<file path="config.mk">
export PLATFORM = sky130hd
export DESIGN_NAME = bcd_to_bin_seq
export DESIGN_NICKNAME = d
export VERILOG_FILES = /design/src/rtl/bcd_to_bin_seq.sv
export SDC_FILE = /design/constraint.sdc
export NUM_CORES = 1
export LEC_CHECK = 0
export ABC_AREA = 0
export BUFFER_PORTS_ARGS = -buffer_cell sky130_fd_sc_hd__buf_2
export CAP_MARGIN = 0
export CORE_ASPECT_RATIO = 0.75
export CORE_MARGIN = 1.5
export CORE_UTILIZATION = 40
export CTS_CLUSTER_SIZE = 30
export DETAILED_ROUTE_END_ITERATION = 16
export GPL_TIMING_DRIVEN = 1
export PLACE_DENSITY_LB_ADDON = 0.2
export SETUP_SLACK_MARGIN = 0.02
export SLEW_MARGIN = 25
export SYNTH_ARGS = -nofsm -noshare
export SYNTH_HDL_FRONTEND = slang
export SYNTH_SLANG_ARGS = --single-unit
</file>
<file path="constraint.sdc">
create_clock -name hz100 -period 7.6 [get_ports hz100]
set_clock_uncertainty 0.15 [all_clocks]
set_input_delay 1.14 -clock hz100 [delete_from_list [all_inputs] [get_ports hz100]]
set_output_delay 1.14 -clock hz100 [all_outputs]
set_load 0.02 [all_outputs]
</file>
<file path="src/rtl/bcd_to_bin_seq.sv">
// Sequential BCD-to-binary converter.
// The BCD word is consumed most significant digit first at one digit per clock
// (acc = acc*10 + digit). A start/busy/done handshake wraps the conversion, and
// any nibble above 9 is flagged on err with a zero result.
module bcd_to_bin_seq #(
  parameter int DIGITS = 4,
  parameter int BW     = 14
) (
  input  logic                  hz100,
  input  logic                  reset,
  input  logic                  start,
  input  logic [4*DIGITS-1:0]   bcd_in,
  output logic                  busy,
  output logic                  done,
  output logic [BW-1:0]         bin_out,
  output logic                  err
);

  localparam int IDX_W = (DIGITS > 1) ? $clog2(DIGITS) : 1;
  localparam int AW    = BW + 4;
  localparam logic [IDX_W-1:0] IDX_LAST = IDX_W'(DIGITS - 1);

  typedef enum logic [1:0] {
    S_IDLE    = 2'd0,
    S_CONVERT = 2'd1,
    S_DONE    = 2'd2
  } state_t;

  state_t                r_state;
  state_t                w_state_nxt;

  logic [4*DIGITS-1:0]   r_opnd;
  logic [AW-1:0]         r_acc;
  logic [IDX_W-1:0]      r_idx;
  logic                  r_err_i;
  logic [BW-1:0]         r_bin;
  logic                  r_err;

  logic                  w_accept;
  logic                  w_last;
  logic [3:0]            w_digit;
  logic                  w_digit_bad;
  logic [AW-1:0]         w_acc_nxt;
  logic                  w_err_nxt;

  // A new operand is taken only when no conversion is in flight.
  assign w_accept    = start && ((r_state == S_IDLE) || (r_state == S_DONE));
  assign w_last      = (r_idx == '0);
  assign w_digit     = r_opnd[{r_idx, 2'b00} +: 4];
  assign w_digit_bad = (w_digit > 4'd9);
  // acc*10 built from two shifts; an invalid digit is still accumulated.
  assign w_acc_nxt   = (r_acc << 3) + (r_acc << 1) + AW'(w_digit);
  assign w_err_nxt   = r_err_i | w_digit_bad;

  // State register: reset aborts any conversion straight to IDLE.
  always_ff @(posedge hz100) begin
    if (reset) begin
      r_state <= S_IDLE;
    end else begin
      r_state <= w_state_nxt;
    end
  end

  // Next-state logic: CONVERT runs exactly DIGITS cycles, DONE lasts one.
  always_comb begin
    w_state_nxt = r_state;
    case (r_state)
      S_IDLE:    if (start) w_state_nxt = S_CONVERT;
      S_CONVERT: if (w_last) w_state_nxt = S_DONE;
      S_DONE:    w_state_nxt = start ? S_CONVERT : S_IDLE;
      default:   w_state_nxt = S_IDLE;
    endcase
  end

  // Outputs are pure state decodes, so start never reaches busy/done combinationally.
  always_comb begin
    busy    = (r_state == S_CONVERT);
    done    = (r_state == S_DONE);
    bin_out = r_bin;
    err     = r_err;
  end

  // Datapath: latch operand on accept, accumulate while converting, publish on the last digit.
  always_ff @(posedge hz100) begin
    if (reset) begin
      r_opnd  <= '0;
      r_acc   <= '0;
      r_idx   <= '0;
      r_err_i <= 1'b0;
      r_bin   <= '0;
      r_err   <= 1'b0;
    end else if (w_accept) begin
      r_opnd  <= bcd_in;
      r_acc   <= '0;
      r_idx   <= IDX_LAST;
      r_err_i <= 1'b0;
    end else if (r_state == S_CONVERT) begin
      r_acc   <= w_acc_nxt;
      r_err_i <= w_err_nxt;
      r_idx   <= r_idx - 1'b1;
      if (w_last) begin
        r_err <= w_err_nxt;
        r_bin <= w_err_nxt ? '0 : w_acc_nxt[BW-1:0];
      end
    end
  end

endmodule

</file>
==> impl_metrics.ini, run 1 <==
[status]
result_of_the_run = finished clean

[logic_synthesis]
number_of_synthesized_flops_with_an_enable_pin = 0
mappedNetlistArea_um2 = 2530
postSynthCellCount = 302
ys_async_sr_fraction_pct = 0
ys_types = 41
combinational_family_with_the_most_area_after_synthesis = simple AND/OR/NAND/NOR gates
synth.top_cells.by_count = 66 x nand2_1, 49 x dfxtp_1, 44 x a21oi_1
muxShareOfSynthArea_pct = 3.55
synth.yosys.seq_area_share_pct = 38.7
syn_nets = 346
adder_and_majority_gate_portion_of_the_synthesized_area_pct = 12.9
top_ff_cell_synth = dfxtp_1
synth.most_common_cell = nand2_1
synth.largest_area_cell = dfxtp_1
syn_area_per_cell_um2 = 8.39
synth.area.top_cells = dfxtp_1 39%, ha_1 11%, nand2_1 9.8%
synth_compound_gate_area_share_pct = 19.0
post-synth-top-area-fraction_pct = 38.7
number_of_storage_elements_in_the_synthesis_netlist = 49
synth-simple-area-share_pct = 19.2
post_synth_xor_area_fraction_pct = 2.07
synth-warning-count = 0

[placement]
detailed_place_hpwl_um = 4360
dpl.cell_count = 399
port_buffers = 35
placed_area_um2 = 2740
gp_congestion = 0.877

[grt]
grt_pass1_wl_um = 10200
initial_antenna_violation_count = 0
globalRoute.totalOverflow = 0
grtUsageTotal_pct = 19.5
maximum_number_of_pins_on_one_net_before_global_route_repair = 38
first_global_vias = 2009

[finish]
num_antenna_cells = 0
post-route-util_pct = 47.9
syn2layout_area_growth_pct = 12.9
final_cells = 407
drive_gt1_share_pct = 15.2
post_layout_net_count = 372
fillCellCount = 595
post-route-cell-area_um2 = 2860

[sta]
layout_min_cycle_time_ps = 3730
totalNegativeSetupSlack_ps = 0
hold_viol_final = 0
period_share_pct = 49.0
timing.slew.headroom_pct = 53.4
grt_setup_unrepaired = no
achievable-frequency_mhz = 268
timing.final.max_slew_violations = 0
setup_viol = 0
tightest_slew_ps = 699

[setup_path]
crit_path_start_kind = flop
critPathCaptureType = flop
cpPeakStageDelay_ps = 610
critical_path_required_ps = 7600
timing.critical_path.fanout_max = 7
timing_worst_setup_path_type = flop to flop
worstPathCellList = mux4_2, ha_1, ha_1, fa_1, a21o_1, a221oi_1, nor4_1, a211oi_1, a211oi_1
slowest_stage = a221oi_1
worst_ep_arrival_time_ps = 3730

[cts]
cts_post_setup_buffers_inserted = 0
clkSlewWorstSetupHoldPaths_ps = 90
cts_hold_buf = 0
cts-htree-levels = 2
max-clock-path-buffers = 2
cts_repair_resize_count = 0
cts_num_sinks = 49
cts-buffers-inserted = 5
cts_tree = built
worst_skew_pair.late_latency_ps = 300
master_cell_of_the_clock_root_buffer = clkbuf_8

[worst_hold_path]
timing.hold.worst.class = flop to flop

[routing]
residual_drc = 0
detailroute.via_count = 2141
viasPerCell = 5.26
route.detailed.wl_per_inst_um = 14.7
first_pass_iters = 5
detailedRoute.firstIterationViolations = 118
final_antenna_net_count = 0
postRouteWirelength_um = 5990

[floorplanning]
initial_core_util_pct = 42.4
fp.dieW_um = 94.9
io_pins = 36
floorplan.die_area_um2 = 6830
die_height_um = 71.9
placeableCoreArea_um2 = 5980
rows = 24

[pwr]
cellPowerDensity_nw_per_um2 = 187
static-leakage-power_nw = 1.24
worst_ir_drop_vdd_mv = 0.0944

[run]
drv.max_cap_violation_count = 0
metrics by stage:
step           total power [mW]  setup slack (ps)  hold WS (ps)
2_1_floorplan             0.327              4360           283
3_3_place_gp              0.345              4010           285
3_5_place_dp              0.347              3900           292
4_1_cts                   0.539              3870           303
5_1_grt                   0.559              3590           317
6_report                  0.534              3870           298
layout by cell type, fill, tap and decap left out, drive strengths merged, types with 3 or more instances in the layout:
cell and count:
clkbuf 6, inv 11, a21oi 44, nor4 3
buf 36, xnor2 5, nor3 4, nor2 14
nand3 10, nand2b 3, mux4 4, a21o 5
nand2 66, ha 23, o21a 3, dfxtp 49
a211oi 6, o21ai 7
report_power, final:
group	internal (mW)	leakage [nW]	switching, mW
Combinational	0.0241	0.789	0.0414
Sequential	0.266	0.399	0.00815
Clock	0.107	0.0574	0.0869
final timing paths:
check,slack (ps),cells after the start,to,from
setup / recovery,3870,9,r_acc[12]$_SDFFE_PP0P_,r_idx[0]$_SDFFE_PP0P_
hold / removal,300,2,bin_out[6]$_SDFFE_PP0P_,bin_out[6]$_SDFFE_PP0P_
setup reg to reg,3870,9,r_acc[12]$_SDFFE_PP0P_,r_idx[0]$_SDFFE_PP0P_
hold reg to reg,300,2,bin_out[6]$_SDFFE_PP0P_,bin_out[6]$_SDFFE_PP0P_
cell families (layout without fill, tap and decap cells):
family                   count (synthesis)  in the layout
AND/OR/NAND/NOR                        111            111
AO/OA/AOI/OAI                           79             79
flip-flops                              49             49
buffers and inverters                   28             55
adder cells (fa/ha/maj)                 25             25
XOR/XNOR                                 6              6
multiplexers                             4              4
area by class of cell:
type | count | area, um2 | area share (%)
timing repair buffer | 36 | 183 | 6.38
sequential | 49 | 981 | 34.3
inverter | 11 | 41.3 | 1.44
multi-input combinational | 225 | 1440 | 50.3
clock inverter | 2 | 37.5 | 1.31
tap | 78 | 97.6 | 3.41
clock buffer | 6 | 82.6 | 2.88
sequential cells by signal (all words and copies together), names as in the netlist:
register  count
bin_out      14
err           1
r_state       2
r_opnd       16
r_acc        13
r_idx         2
r_err_i       1
per-layer routing:
metal	part of all wire [%]	track usage (%)	vias up
li1	-	-	1120
met5	0	0	-
met4	0.73	4.48	0
met3	4.4	3.46	5
met1	56	32.1	967
met2	39	25.9	49
critical path, delay by kind of cell (launching register included):
family | cells | cell delay, ps
compound gates | 4 | 1300
fa+ha+maj | 3 | 930
simple gates | 1 | 100
mux | 1 | 570
flops | 1 | 520
Note: power is estimated with default switching activity, not from simulation.
==> run 2, diff against run 1 <==
- ABC_AREA: 0 -> 1
- clock period: 7.6 -> 3.3 ns (I/O delays scaled with it)
==> run 2 against run 1 <==
Against the previous run: hold slack worse by 10 ps; first-iteration DRC count is 2.5% lower; area after synthesis is 11% higher; synthesized cell count is 31% higher; sequential power is 140% higher; utilization is 1.6 points lower; global-route usage is 1.3 points lower; critical path type unchanged.
==> impl_metrics.ini, run 2 <==
[status]
result_of_the_run = finished clean

[logic_synthesis]
postSynthCellCount = 397
ys_types = 31
number_of_storage_elements_in_the_synthesis_netlist = 49
synth-warning-count = 0
post-synth-top-area-fraction_pct = 34.8
syn_nets = 441
top_ff_cell_synth = dfxtp_1
synth.yosys.seq_area_share_pct = 34.8
synth.most_common_cell = nand2_1
syn_area_per_cell_um2 = 7.09
synth.area.top_cells = dfxtp_1 35%, nand2_1 12%, ha_1 10%
ys_async_sr_fraction_pct = 0
synth.top_cells.by_count = 93 x nand2_1, 57 x nor2_1, 52 x inv_1
number_of_synthesized_flops_with_an_enable_pin = 0
synth.largest_area_cell = dfxtp_1
mappedNetlistArea_um2 = 2820

[pwr]
worst_ir_drop_vdd_mv = 0.186
cellPowerDensity_nw_per_um2 = 445
total_power_mw = 1.40
static-leakage-power_nw = 1.65

[setup_path]
slowest_stage = dfxtp_1
critPathCaptureType = flop
worst_ep_arrival_time_ps = 3010
timing.critical_path.fanout_max = 11
cell_occurring_most_often_along_the_worst_timing_path = nand2_1
critical_path_required_ps = 3320
timing_worst_setup_path_type = flop to flop
crit_path_start_kind = flop
cpPeakStageDelay_ps = 520
worstPathCellList = inv_2, nand2_1, o211ai_2, nand2_1, inv_1, fa_1, inv_1, fa_1, nand2_1, nand3_1, nand3_1, nand3b_1, nand2_1, nor2_1, nor2_1, nor2_1

[routing]
final_antenna_net_count = 0
first_pass_iters = 4
detailedRoute.firstIterationViolations = 115
postRouteWirelength_um = 6700
route.detailed.wl_per_inst_um = 13.0
detailroute.via_count = 2471
viasPerCell = 4.81
residual_drc = 0

[sta]
layout_min_cycle_time_ps = 2980
period_share_pct = 90.4
timing.final.max_slew_violations = 0
totalNegativeSetupSlack_ps = 0
grt_setup_unrepaired = no
achievable-frequency_mhz = 335
setup_viol = 0
tightest_slew_ps = 503
whs_ps = 288
hold_viol_final = 0
timing.slew.headroom_pct = 66.4

[floorplanning]
placeableCoreArea_um2 = 6800
initial_core_util_pct = 41.4
rows = 26
io_pins = 36
fp.dieW_um = 99.9
die_height_um = 75.7
floorplan.die_area_um2 = 7560

[finish]
syn2layout_area_growth_pct = 11.7
largest_register_ff_count = 16
post-route-cell-area_um2 = 3150
num_antenna_cells = 0
mostFrequentLayoutCells = 93 x nand2_1, 57 x nor2_1, 52 x inv_1
largest-register = r_opnd
layout.cells.most_common = nand2_1
final_cells = 514
drive_gt1_share_pct = 17.7
post_layout_net_count = 474

[grt]
first_global_vias = 2092
initial_antenna_violation_count = 0
grtUsageTotal_pct = 18.2
grt_pass1_wl_um = 10600
globalRoute.totalOverflow = 0
maximum_number_of_pins_on_one_net_before_global_route_repair = 23

[cts]
max-clock-path-buffers = 2
cts_repair_resize_count = 0
cts-htree-levels = 2
worst_skew_pair.late_latency_ps = 300
cts_tree = built
clkSlewWorstSetupHoldPaths_ps = 90
cts_post_setup_buffers_inserted = 0
cts_num_sinks = 49
master_cell_of_the_clock_root_buffer = clkbuf_8
cts-buffers-inserted = 5
cts_hold_buf = 0

[placement]
gp_congestion = 0.831
port_buffers = 35
detailed_place_hpwl_um = 5240
placed_area_um2 = 3040
dpl.cell_count = 507

[run]
drv.max_cap_violation_count = 0

[worst_hold_path]
timing.hold.worst.class = input port to flop
## run 2: metrics by stage
step | setup WS [ps] | util [%]
after floorplan | 619 | -
after global placement | 457 | 44.7
after detailed placement | 345 | 44.7
after CTS | 319 | 46.3
after global routing | 39.3 | 46.3
final | 316 | 46.3
## run 2: cells by family after synthesis
logic type,after synthesis,share of synthesized area (%)
buffers and inverters,68,10.3
XOR/XNOR,6,1.87
AND/OR/NAND/NOR,186,28.0
flip-flops,49,34.8
AO/OA/AOI/OAI,63,13.4
adder cells (fa/ha/maj),25,11.6
## run 2: routing by layer
metal | track usage (%) | vias up | wire [um] | share of wire [%]
met4 | 3.76 | 0 | 13 | 0.19
met2 | 24.0 | 48 | 2560 | 38
met1 | 29.8 | 1104 | 3780 | 56
li1 | - | 1317 | - | -
met5 | 0 | - | 0 | 0
met3 | 3.39 | 2 | 345 | 5.2
## run 2: final timing paths
check	start	end	slack (ps)	cells past startpoint
worst min register to register	r_opnd[8]$_SDFFE_PP0P_	r_opnd[8]$_SDFFE_PP0P_	310	2
worst max-delay path	r_idx[0]$_SDFFE_PP0P_	bin_out[10]$_SDFFE_PP0P_	320	16
worst max register to register	r_idx[0]$_SDFFE_PP0P_	bin_out[10]$_SDFFE_PP0P_	320	16
worst min-delay path	bcd_in[6]	r_opnd[6]$_SDFFE_PP0P_	290	3
## run 2: power by group
part / switching [mW] / internal [mW]
logic: 0.205 / 0.110
registers: 0.0326 / 0.632
clock network: 0.200 / 0.221
total: 0.437 / 0.962
## run 2: cell type report
| cell class | count | area [um2] |
|---|---|---|
| clock buffers | 5 | 68.8 |
| clock inverters | 2 | 35.0 |
| fillers | 718 | 3650 |
| inverters | 56 | 211 |
| multi-input cells | 280 | 1550 |
| flip-flops and latches | 49 | 981 |
| well taps | 84 | 105 |
| repair buffers | 38 | 198 |
## run 2: worst max-delay path: cells and delay by family, from the launching register on
kind	cells	cell delay, ps
buffers and inverters	3	310
adder cells (fa/ha/maj)	2	970
flip-flops	1	520
AND/OR/NAND/NOR	10	840
AO/OA/AOI/OAI	1	70
==> run 3, diff against run 2 <==
- CORE_UTILIZATION: 40 -> 26
==> run 3 against run 2 <==
Against the previous run: via count rose by 0.85%; die area grew 52%; sequential cell count unchanged; maximum frequency up 0.96%; routed wire length rose by 7.5%; first-iteration DRC count decreased by 8.7%; utilization is 15 points lower; clock-buffer cell count rose by 2; clock power grew 29%; critical path depth did not move; non-clock buffer count up 1.
==> impl_metrics.ini, run 3 (synthesized netlist as in run 2, its figures left out) <==
[status]
result_of_the_run = finished clean

[finish]
post_layout_net_count = 475
fillCellCount = 1159
syn2layout_area_growth_pct = 16.2
layout.cells.most_common = nand2_1
largest_register_ff_count = 16
num_antenna_cells = 0
mostFrequentLayoutCells = 93 x nand2_1, 57 x nor2_1, 52 x inv_1
drive_gt1_share_pct = 18.1
largest-register = r_opnd

[routing]
final_antenna_net_count = 0
postRouteWirelength_um = 7200
residual_drc = 0
detailroute.via_count = 2492
first_pass_iters = 4
detailedRoute.firstIterationViolations = 105
route.detailed.wl_per_inst_um = 12.7
viasPerCell = 4.39

[setup_path]
critPathCaptureType = flop
minimum_setup_slack_among_reg_to_reg_paths_ps = 340
timing.critical_path.fanout_max = 11
slowest_stage = fa_1
worst_ep_arrival_time_ps = 2970
path_delay_family = adder cells
timing_worst_setup_path_type = flop to flop
rr_endpoint = bin_out[10]$_SDFFE_PP0P_
worst_r2r_path_depth = 16
critical_path_cell_count = 16
critPathBufInv = 3
crit_path_start_kind = flop
endpoint = bin_out[10]$_SDFFE_PP0P_
critical_path_required_ps = 3310
rr_startpoint = r_idx[0]$_SDFFE_PP0P_
cpPeakStageDelay_ps = 510
cell_occurring_most_often_along_the_worst_timing_path = nand2_1
worstPathCellList = inv_2, nand2_1, o211ai_2, nand2_1, inv_1, fa_1, inv_1, fa_1, nand2_1, nand3_1, nand3_1, nand3b_1, nand2_1, nor2_1, nor2_1, nor2_1
setup.worst_path.start = r_idx[0]$_SDFFE_PP0P_

[floorplanning]
fp.dieW_um = 123
rows = 32
initial_core_util_pct = 27.1
io_pins = 36
placeableCoreArea_um2 = 10400
floorplan.die_area_um2 = 11500
die_height_um = 93.1

[sta]
timing.slew.headroom_pct = 65.4
period_share_pct = 89.6
grt_setup_unrepaired = no
setup_viol = 0
layout_min_cycle_time_ps = 2960
hold_viol_final = 0
totalNegativeSetupSlack_ps = 0
timing.final.max_slew_violations = 0
tightest_slew_ps = 520
achievable-frequency_mhz = 338
layout_setup_ws_ps = 345

[worst_hold_path]
timing.hold.worst.class = input port to flop
min-delay-start = bcd_in[12]

[placement]
detailed_place_hpwl_um = 5690
place_worst_setup_slack_ps = 371
gp_congestion = 0.810
port_buffers = 35

[cts]
cts_post_setup_buffers_inserted = 0
worst_skew_pair.late_latency_ps = 290
cts-htree-levels = 2
clkSlewWorstSetupHoldPaths_ps = 60
cts_repair_resize_count = 0
cts_tree = built
cts-buffers-inserted = 5
cts_hold_buf = 0
master_cell_of_the_clock_root_buffer = clkbuf_16
max-clock-path-buffers = 2
cts_num_sinks = 49

[run]
drv.max_cap_violation_count = 0

[pwr]
cellPowerDensity_nw_per_um2 = 467
static-leakage-power_nw = 1.68
worst_ir_drop_vdd_mv = 0.196
total_power_mw = 1.53

[grt]
globalRoute.totalOverflow = 0
initial_antenna_violation_count = 0
grtUsageTotal_pct = 14.2
grt_pass1_wl_um = 12500
maximum_number_of_pins_on_one_net_before_global_route_repair = 23
first_global_vias = 2440
## run 3: cell count changes in the layout (fill, tap and decap cells not counted)
cell	change
clkbuf_16	+5
buf_4	+1
bufinv_16	-1
clkbuf_8	-3
## run 3: cell type report
| cell class | instances | area, um2 | share of cell area (%) |
|---|---|---|---|
| clock buffers | 7 | 153 | 4.67 |
| clock inverters | 1 | 5.00 | 0.153 |
| inverters | 56 | 211 | 6.46 |
| multi-input cells | 280 | 1550 | 47.3 |
| flip-flops and latches | 49 | 981 | 30.0 |
| well taps | 136 | 170 | 5.20 |
| repair buffers | 39 | 205 | 6.27 |
## run 3: where the power goes
group,internal (mW),switching (mW)
Combinational,0.111,0.210
Clock,0.321,0.222
Sequential,0.632,0.0316
Total,1.06,0.464
## run 3: worst min-delay path by stage
stage | endpoint | slack (ps) | cells after the start
floorplan | r_opnd[8]$_SDFFE_PP0P_ | 270 | 2
global placement | bin_out[0]$_SDFFE_PP0P_ | 310 | 2
detailed placement | bin_out[13]$_SDFFE_PP0P_ | 300 | 2
CTS | r_opnd[12]$_SDFFE_PP0P_ | 300 | 3
global route | r_opnd[10]$_SDFFE_PP0P_ | 330 | 3
finish | r_opnd[12]$_SDFFE_PP0P_ | 300 | 3
## run 3: through the flow
step / std cells / hold slack [ps] / util, % / instance area, um2
4_1_cts: 568 / 296 / 31.4 / 3270
2_1_floorplan: 397 / 270 / - / 2820
5_1_grt: 568 / 331 / 31.4 / 3270
3_5_place_dp: 560 / 303 / 29.9 / 3110
6_report: 568 / 303 / 31.4 / 3270
3_3_place_gp: 560 / 307 / 29.9 / 3110
## run 3: worst min-delay path, stage by stage
cell	delay (ps)
buf_2	70
o21ai_0	70
nor2_1	70
## run 3: per-layer routing
metal	track usage, %	share of wire (%)
met5	0	0
met4	3.26	1.0
met3	3.29	4.4
met2	20.0	39
met1	21.4	56
